**src/rtl/chacha_param_loader.sv**
```systemverilog
// Byte-serial loader for the ChaCha core: assembles a 48-byte frame into
// key/counter/nonce and hands it over with a valid/ready handshake.
module chacha_param_loader #(
  parameter int TIMEOUT = 0
) (
  input  logic         clk,
  input  logic         reset,
  input  logic [7:0]   in_data,
  input  logic         in_valid,
  output logic         in_ready,
  input  logic         abort,
  output logic [255:0] key,
  output logic [31:0]  counter,
  output logic [95:0]  nonce,
  output logic         out_valid,
  input  logic         out_ready,
  output logic [5:0]   byte_cnt,
  output logic         timeout_err
);

  typedef enum logic {LOAD = 1'b0, HOLD = 1'b1} state_t;

  localparam logic [5:0]  LAST_BYTE = 6'd47;
  localparam logic [16:0] TMO_LIM   = 17'(TIMEOUT);

  state_t         state_q, state_d;
  logic [5:0]     byte_cnt_q, byte_cnt_d;
  logic [15:0]    idle_q, idle_d;
  logic [383:0]   frame_q, frame_d;
  logic           tmo_q, tmo_d;
  logic           accept;
  logic [16:0]    idle_inc;

  assign in_ready = (state_q == LOAD) & ~reset;
  assign accept   = in_valid & in_ready & ~abort;
  assign idle_inc = {1'b0, idle_q} + 17'd1;

  always_ff @(posedge clk or posedge reset) begin
    if (reset) begin
      state_q    <= LOAD;
      byte_cnt_q <= '0;
      idle_q     <= '0;
      frame_q    <= '0;
      tmo_q      <= 1'b0;
    end else begin
      state_q    <= state_d;
      byte_cnt_q <= byte_cnt_d;
      idle_q     <= idle_d;
      frame_q    <= frame_d;
      tmo_q      <= tmo_d;
    end
  end

  always_comb begin
    state_d    = state_q;
    byte_cnt_d = byte_cnt_q;
    idle_d     = idle_q;
    frame_d    = frame_q;
    tmo_d      = 1'b0;
    case (state_q)
      LOAD: begin
        if (abort) begin
          byte_cnt_d = '0;
          idle_d     = '0;
        end else if (accept) begin
          // Frame is little-endian: key bytes 0..31, counter 32..35, nonce 36..47
          frame_d[{byte_cnt_q, 3'b000} +: 8] = in_data;
          idle_d = '0;
          if (byte_cnt_q == LAST_BYTE) begin
            byte_cnt_d = '0;
            state_d    = HOLD;
          end else begin
            byte_cnt_d = byte_cnt_q + 6'd1;
          end
        end else if ((TIMEOUT != 0) && (byte_cnt_q != 6'd0)) begin
          if (idle_inc == TMO_LIM) begin
            byte_cnt_d = '0;
            idle_d     = '0;
            tmo_d      = 1'b1;
          end else begin
            idle_d = idle_inc[15:0];
          end
        end
      end
      HOLD: begin
        if (abort || out_ready) begin
          state_d = LOAD;
          idle_d  = '0;
        end
      end
      default: state_d = LOAD;
    endcase
  end

  assign key         = frame_q[255:0];
  assign counter     = frame_q[287:256];
  assign nonce       = frame_q[383:288];
  assign out_valid   = (state_q == HOLD);
  assign byte_cnt    = byte_cnt_q;
  assign timeout_err = tmo_q;

endmodule

```
**config.mk**
```make
export PLATFORM = sky130hd
export DESIGN_NAME = chacha_param_loader
export DESIGN_NICKNAME = d
export VERILOG_FILES = /design/src/rtl/chacha_param_loader.sv
export SDC_FILE = /design/constraint.sdc
export NUM_CORES = 1
export LEC_CHECK = 0
export CAP_MARGIN = 10
export CORE_MARGIN = 2
export CORE_UTILIZATION = 41
export CTS_BUF_LIST = sky130_fd_sc_hd__clkbuf_8 sky130_fd_sc_hd__clkbuf_16
export CTS_CLUSTER_DIAMETER = 200
export CTS_CLUSTER_SIZE = 24
export DETAILED_ROUTE_END_ITERATION = 10
export GPL_TIMING_DRIVEN = 0
export PLACE_DENSITY = 0.68
export SLEW_MARGIN = 20
export SYNTH_ARGS = -nofsm -noshare
export SYNTH_HDL_FRONTEND = slang
export SYNTH_SLANG_ARGS = --single-unit
```
**constraint.sdc**
```tcl
create_clock -name clk -period 37.1 [get_ports clk]
set_input_delay 11.13 -clock clk [delete_from_list [all_inputs] [get_ports clk]]
set_output_delay 11.13 -clock clk [all_outputs]
set_load 0.01 [all_outputs]
```
==> impl_results.md, run 1 <==
- WP buf/inv: 2
- Top post-synthesis cells by area: dfrtp_1 (58%), mux2_2 (19%), mux2_4 (4.9%)
- Mean Syn Cell Area: 13.7 um2
- Post-synthesis register bit count: 391
- Hold Crit Depth: 1
- Core box area: 40600 um2
- Total power: 959 uW
- Largest family of logic cells by synthesized area: multiplexers
- Syn Inst Count: 1228
- CP delay by family, top: buffers and inverters
- IO Count: 406
- Global placement routability congestion: 0.900
- Post-synthesis simple-gate area fraction: 10.7%
- Max rail drop VDD: 0.0371 mV
- Xor/xnor share of the synthesized area: 0.365%
- Worst Hold Class: reg -> reg
- Initial Utilization: 41.3%
- Crit path max fanout: 4
- CTS Sinks: 391
- Final ANT Viol Nets: 0
- Ys flop type: dfrtp_1
- Fillers: 3451
- Slew headroom: 21.9%
- Post-synthesis sequential area ratio: 58.3%
- Final Hold Vio Count: 0
- Crit-path max cell delay: 0.58 ns
- Worst hold start: frame_q[58]$_DFFE_PP0P_
- Core Util, Final: 54.5%
- Total Nets Final: 1674
- Status: complete, no violations
- CTS Buf Count: 20
- Grt ovf: 0
- Commonest non-fill, non-tap cells in the layout: clkdlybuf4s50_1 (401), dfrtp_1 (391), mux2_2 (284)
- Placed cells: 2166
- Crit end category: output port
- TritonCTS clock tree: done
- Diodes inserted: 0
- Measured slew at the worst slew-check pin: 1.16 ns
- Post-cts hold buffer count: 0
- Syn Nets: 1245
- Crit start category: input port
- Avg WL per Cell: 23.7 um
- WL final: 52000 um
- CTS resizes: 0
- Cell Area, Synth: 16800 um2
- Share of layout cells above drive strength 1: 25.0%
- Area growth syn-to-layout: 32.0%
- Critical path, cell by cell: clkdlybuf4s50_1 > nor2_1 > clkdlybuf4s50_1
- Yosys top cell area share: 58.3%
- Final worst path period share: 63.5%
- Slew Viols, Final: 0
- Compound-gate portion of the synthesized area: 1.28%
- Leakage Power: 10.3 nW
- Pin count of the biggest net entering global routing: 97
- Asr flop ratio synth: 100%
- Synth area leader: dfrtp_1
- DR vias: 11600
- Post-DP HPWL: 38100 um
- Worst Path Arrival: 12.42 ns
- Maxcap violations: 0
- Num rows: 74
- Kind of critical path: in -> out
- Slowest CP cell: clkdlybuf4s50_1
- Most common cell after layout, fill and taps aside: clkdlybuf4s50_1
- Setup_tns: 0 ns
- GRT Util Overall: 24.3%
- Adder-cell area share of the yosys netlist: 0.298%
- CTS Buffer Depth: 3
- Layout Cells excl Fill: 2189
- Antenna violations before repair: 0
- Fin crit period: 23.55 ns
- Cell count along the critical path: 3
- Die area: 42600 um2
- Min-Delay Endpoint: frame_q[58]$_DFFE_PP0P_
- RSZ-0062 raised after global routing: no
- Setup WS post-layout: 13.55 ns
- Worst R2R Setup Slack: 33.02 ns
- Root Driver: clkbuf_16
- Clk_lat worst skew: 0.55 ns
- Post-synth EDFFs: 0
- IO buf count: 401
- CP dominant cell by count: clkdlybuf4s50_1
- Global-route wire length before repair: 77200 um
- CTS clk-pin slew, worst paths: 0.09 ns
- Reg2reg end: frame_q[232]$_DFFE_PP0P_
- Number of DRC markers in iteration 0: 651
- Final setup viols: 0
- Maximum clock rate: 0.0425 GHz
- Number of global-route vias before repair: 12000
- PD cells: 43.3 nW/um2
- Reg2reg path depth: 9
- CP required: 25.97 ns
- Yosys Warn Count: 0
- Setup bufs post-CTS: 0
- DRC: 0
- Pre-CTS setup slack: 13.55 ns
- Vias/cell: 5.31
- Synth cell types: 50
- Die height: 206 um
- Clk_skew: 0.0239 ns
- Die X: 206 um
- Post-synthesis mux area share: 26.9%
- CTS HTree Levels: 1
- Drt pass-1 iters: 5
- Worst R2R Start: byte_cnt[0]$_DFFE_PP0P_
[cells by family after synthesis]
| family | count (synthesis) |
|---|---|
| AOI/OAI and AO/OA | 27 |
| xor gates and xnor gates | 7 |
| adders and majority gates | 4 |
| buffers and inverters | 91 |
| DFF | 391 |
| muxes | 384 |
| other | 1 |
| and+or+nand+nor | 323 |
[worst max-delay path by stage]
| stage | from | to |
|---|---|---|
| final | reset | in_ready |
| after global routing | reset | in_ready |
| after CTS | reset | in_ready |
| after detailed placement | reset | in_ready |
| after global placement | reset | frame_q[59]$_DFFE_PP0P_ |
| after floorplan | reset | in_ready |
[cell usage after synthesis, types with 4 or more instances]
library cell / number
dfrtp_1: 391
mux2_2: 284
nor2_1: 104
nor3_1: 73
clkbuf_1: 59
mux2_4: 55
nand3_1: 34
nand2_1: 32
mux2_1: 31
inv_1: 20
nand3_4: 16
mux2i_1: 14
nand4_1: 11
nor3_2: 11
nor2b_1: 8
a21oi_1: 7
and3_1: 7
buf_2: 5
nor4_1: 5
or3_1: 5
buf_1: 4
ha_1: 4
nand2b_1: 4
nor3b_1: 4
o21ai_0: 4
xnor2_1: 4
[through the flow]
stage,cell area [um2],hold WS (ns)
floorplan,16800,0.534
global placement,21500,0.477
detailed placement,21600,0.485
CTS,22200,0.507
global route,22200,0.518
finish,22200,0.507
[layout make-up]
type / instances / area [um2] / share of cell area (%)
plain buffers: 70 / 280 / 1.26
clock buffers: 21 / 526 / 2.37
clock inverters: 1 / 20.0 / 0.0903
inverters: 21 / 86.3 / 0.390
multi-input cells: 746 / 6660 / 30.0
flip-flops and latches: 391 / 9780 / 44.2
well taps: 532 / 666 / 3.00
repair buffers: 407 / 4140 / 18.7
[flip-flops by register name (all words and copies together), names as in the netlist]
register / flops
frame_q: 384
byte_cnt: 6
out_valid: 1
[power breakdown]
part / switching, mW / leakage (nW) / internal (mW)
Sequential: 0.0108 / 5.38 / 0.444
Combinational: 0.186 / 4.62 / 0.0777
Clock: 0.138 / 0.269 / 0.103
[worst register-to-register path: stages (launching register included)]
cell	delay, ns
dfrtp_1	0.47
clkbuf_1	0.26
inv_1	0.17
ha_1	0.26
buf_1	0.39
nor2b_1	0.43
a21oi_1	0.19
o21ai_2	0.52
nand4_1	0.74
mux2_2	0.53
[metal layers]
layer  track usage, %  vias up  wire length [um]
met2             40.2      402             24900
met4             5.82        0              1140
met1             32.3     6015             22000
met3             5.80       55              3890
met5                0        -                 0
li1                 -     5151                 -
No activity file was read; power rests on OpenSTA's default activity.
==> run 2: changes to the inputs <==
--- a/config.mk
+++ b/config.mk
@@ -13,7 +13,7 @@
 export CTS_CLUSTER_SIZE = 24
 export DETAILED_ROUTE_END_ITERATION = 10
 export GPL_TIMING_DRIVEN = 0
-export PLACE_DENSITY = 0.68
+export PLACE_DENSITY = 0.71
 export SLEW_MARGIN = 20
 export SYNTH_ARGS = -nofsm -noshare
 export SYNTH_HDL_FRONTEND = slang
==> constraint.sdc (replaced) <==
create_clock -name clk -period 19.4 [get_ports clk]
set_input_delay 5.82 -clock clk [delete_from_list [all_inputs] [get_ports clk]]
set_output_delay 5.82 -clock clk [all_outputs]
set_load 0.01 [all_outputs]
==> run 2 against run 1 <==
  * Clock skew is 0.0050 ns lower
  * Worst setup slack got worse by 7.1 ns
  * First-iteration DRC count decreased by 0.92%
  * Global-route usage shrank 0.11 points
  * Sequential share of layout area about the same
  * Clock power up 91%
  * Via count increased by 0.22%
  * Utilization about the same
  * Final cell count is the same
  * Largest power group unchanged
==> impl_results.md, run 2 (synthesized netlist as in run 1, its figures left out) <==
- Int Pwr: 1.19 mW
- Diodes inserted: 0
- DRC: 0
- DR vias: 11600
- Final worst path period share: 66.6%
- GR Util met1: 32.3%
- Die X: 206 um
- Grt ovf: 0
- Top reg by flops: frame_q
- Root Driver: clkbuf_16
- GR Layer Usage met2: 39.4%
- Worst R2R Start: byte_cnt[0]$_DFFE_PP0P_
- Reg2reg path depth: 9
- Crit start category: input port
- Reg2reg end: frame_q[232]$_DFFE_PP0P_
- Total Nets Final: 1674
- Measured slew at the worst slew-check pin: 1.14 ns
- Worst hold start: frame_q[122]$_DFFE_PP0P_
- WHS: 0.502 ns
- Most common cell after layout, fill and taps aside: clkdlybuf4s50_1
- GRT Util Overall: 24.2%
- Number of global-route vias before repair: 12200
- Clk_lat worst skew: 0.55 ns
- CTS Buf Count: 20
- CTS resizes: 0
- Share of layout cells above drive strength 1: 25.1%
- Post-cts hold buffer count: 0
- CTS HTree Levels: 1
- Die area: 42600 um2
- M3 GR Usage: 5.28%
- Worst R2R Setup Slack: 15.36 ns
- CP dominant cell by count: clkdlybuf4s50_1
- Slowest CP cell: clkdlybuf4s50_1
- Clk_skew: 0.0189 ns
- Slew Viols, Final: 0
- Global routing's busiest layer: met2
- Setup bufs post-CTS: 0
- Final Hold Vio Count: 0
- Global-route wire length before repair: 77100 um
- Die height: 206 um
- Clk network pwr share: 25.1%
- Core box area: 40600 um2
- Max rail drop VDD: 0.0573 mV
- Critical path, cell by cell: clkdlybuf4s50_1 > nor2_1 > clkdlybuf4s50_1
- CTS clk-pin slew, worst paths: 0.10 ns
- IO Count: 406
- Worst Hold Class: reg -> reg
- Drt pass-1 iters: 5
- Combinational Power Share: 27.6%
- Vias/cell: 5.32
- Final setup viols: 0
- Number of DRC markers in iteration 0: 645
- PD cells: 82.7 nW/um2
- Hold Crit Depth: 1
- Post-DP HPWL: 38200 um
- Maximum clock rate: 0.0774 GHz
- CTS Sinks: 391
- RSZ-0062 raised after global routing: no
- Antenna violations before repair: 0
- TritonCTS clock tree: done
- Net Switching: 640 uW
- Initial Utilization: 41.3%
- Pre-CTS setup slack: 6.49 ns
- Min-Delay Endpoint: frame_q[122]$_DFFE_PP0P_
- Avg WL per Cell: 23.6 um
- Reg power frac: 47.3%
- Area growth syn-to-layout: 32.1%
- Num rows: 74
- Commonest non-fill, non-tap cells in the layout: clkdlybuf4s50_1 (401), dfrtp_1 (391), mux2_2 (284)
- WL final: 51600 um
- Setup_tns: 0 ns
- Leakage Power: 10.3 nW
- Total power: 1.83 mW
- Switching share of power: 34.9%
- Area after DPL: 21600 um2
- Maxcap violations: 0
- Status: complete, no violations
- Crit end category: output port
- Kind of critical path: in -> out
- Max reg flops: 384
- Pin count of the biggest net entering global routing: 107
- Global placement routability congestion: 0.882
- Slew headroom: 24.0%
- Final ANT Viol Nets: 0
- CP required: 13.58 ns
- Worst Path Arrival: 7.10 ns
- Crit path max fanout: 4
- Fin crit period: 12.92 ns
- Final instance area: 22200 um2
- IO buf count: 401
- Setup WS post-layout: 6.48 ns
- CTS Buffer Depth: 3
- Crit-path max cell delay: 0.57 ns
==> run 2: worst max-delay path by stage <==
stage,from,endpoint,cells after the start
floorplan,reset,byte_cnt[0]$_DFFE_PP0P_,1
global placement,reset,frame_q[50]$_DFFE_PP0P_,2
detailed placement,reset,in_ready,3
CTS,reset,in_ready,3
global route,reset,in_ready,3
finish,reset,in_ready,3
==> run 2: final cells by class <==
cell class	count	area [um2]
Multi-Input combinational cell	746	6660
Sequential cell	391	9780
Fill cell	3420	18500
Clock buffer	21	526
Tap cell	532	666
Buffer	70	280
Timing Repair Buffer	407	4140
Inverter	21	86.3
Clock inverter	1	20.0
==> run 2: power groups by stage <==
stage	Clock [mW]	Sequential (mW)	Combinational, mW
finish	0.460	0.868	0.506
global route	0.504	0.873	0.543
floorplan	0	0.899	0.270
CTS	0.477	0.869	0.504
global placement	0	0.884	0.490
detailed placement	0	0.885	0.501
==> run 2: critical path: cells and delay by family <==
kind,cells,cell delay [ns]
buffers and inverters,2,1.12
and+or+nand+nor,1,0.16
==> run 2: metal layers <==
metal / routed length, um / vias to the layer above
met3: 3850 / 78
met1: 21600 / 5989
met2: 24700 / 435
li1: - / 5146
met4: 1510 / 0
met5: 0 / -
==> run 2: through the flow <==
step | instances | utilization, %
5_1_grt | 2189 | 54.5
4_1_cts | 2188 | 54.5
6_report | 2189 | 54.5
3_3_place_gp | 2161 | 52.8
3_5_place_dp | 2166 | 53.2
2_1_floorplan | 1228 | -
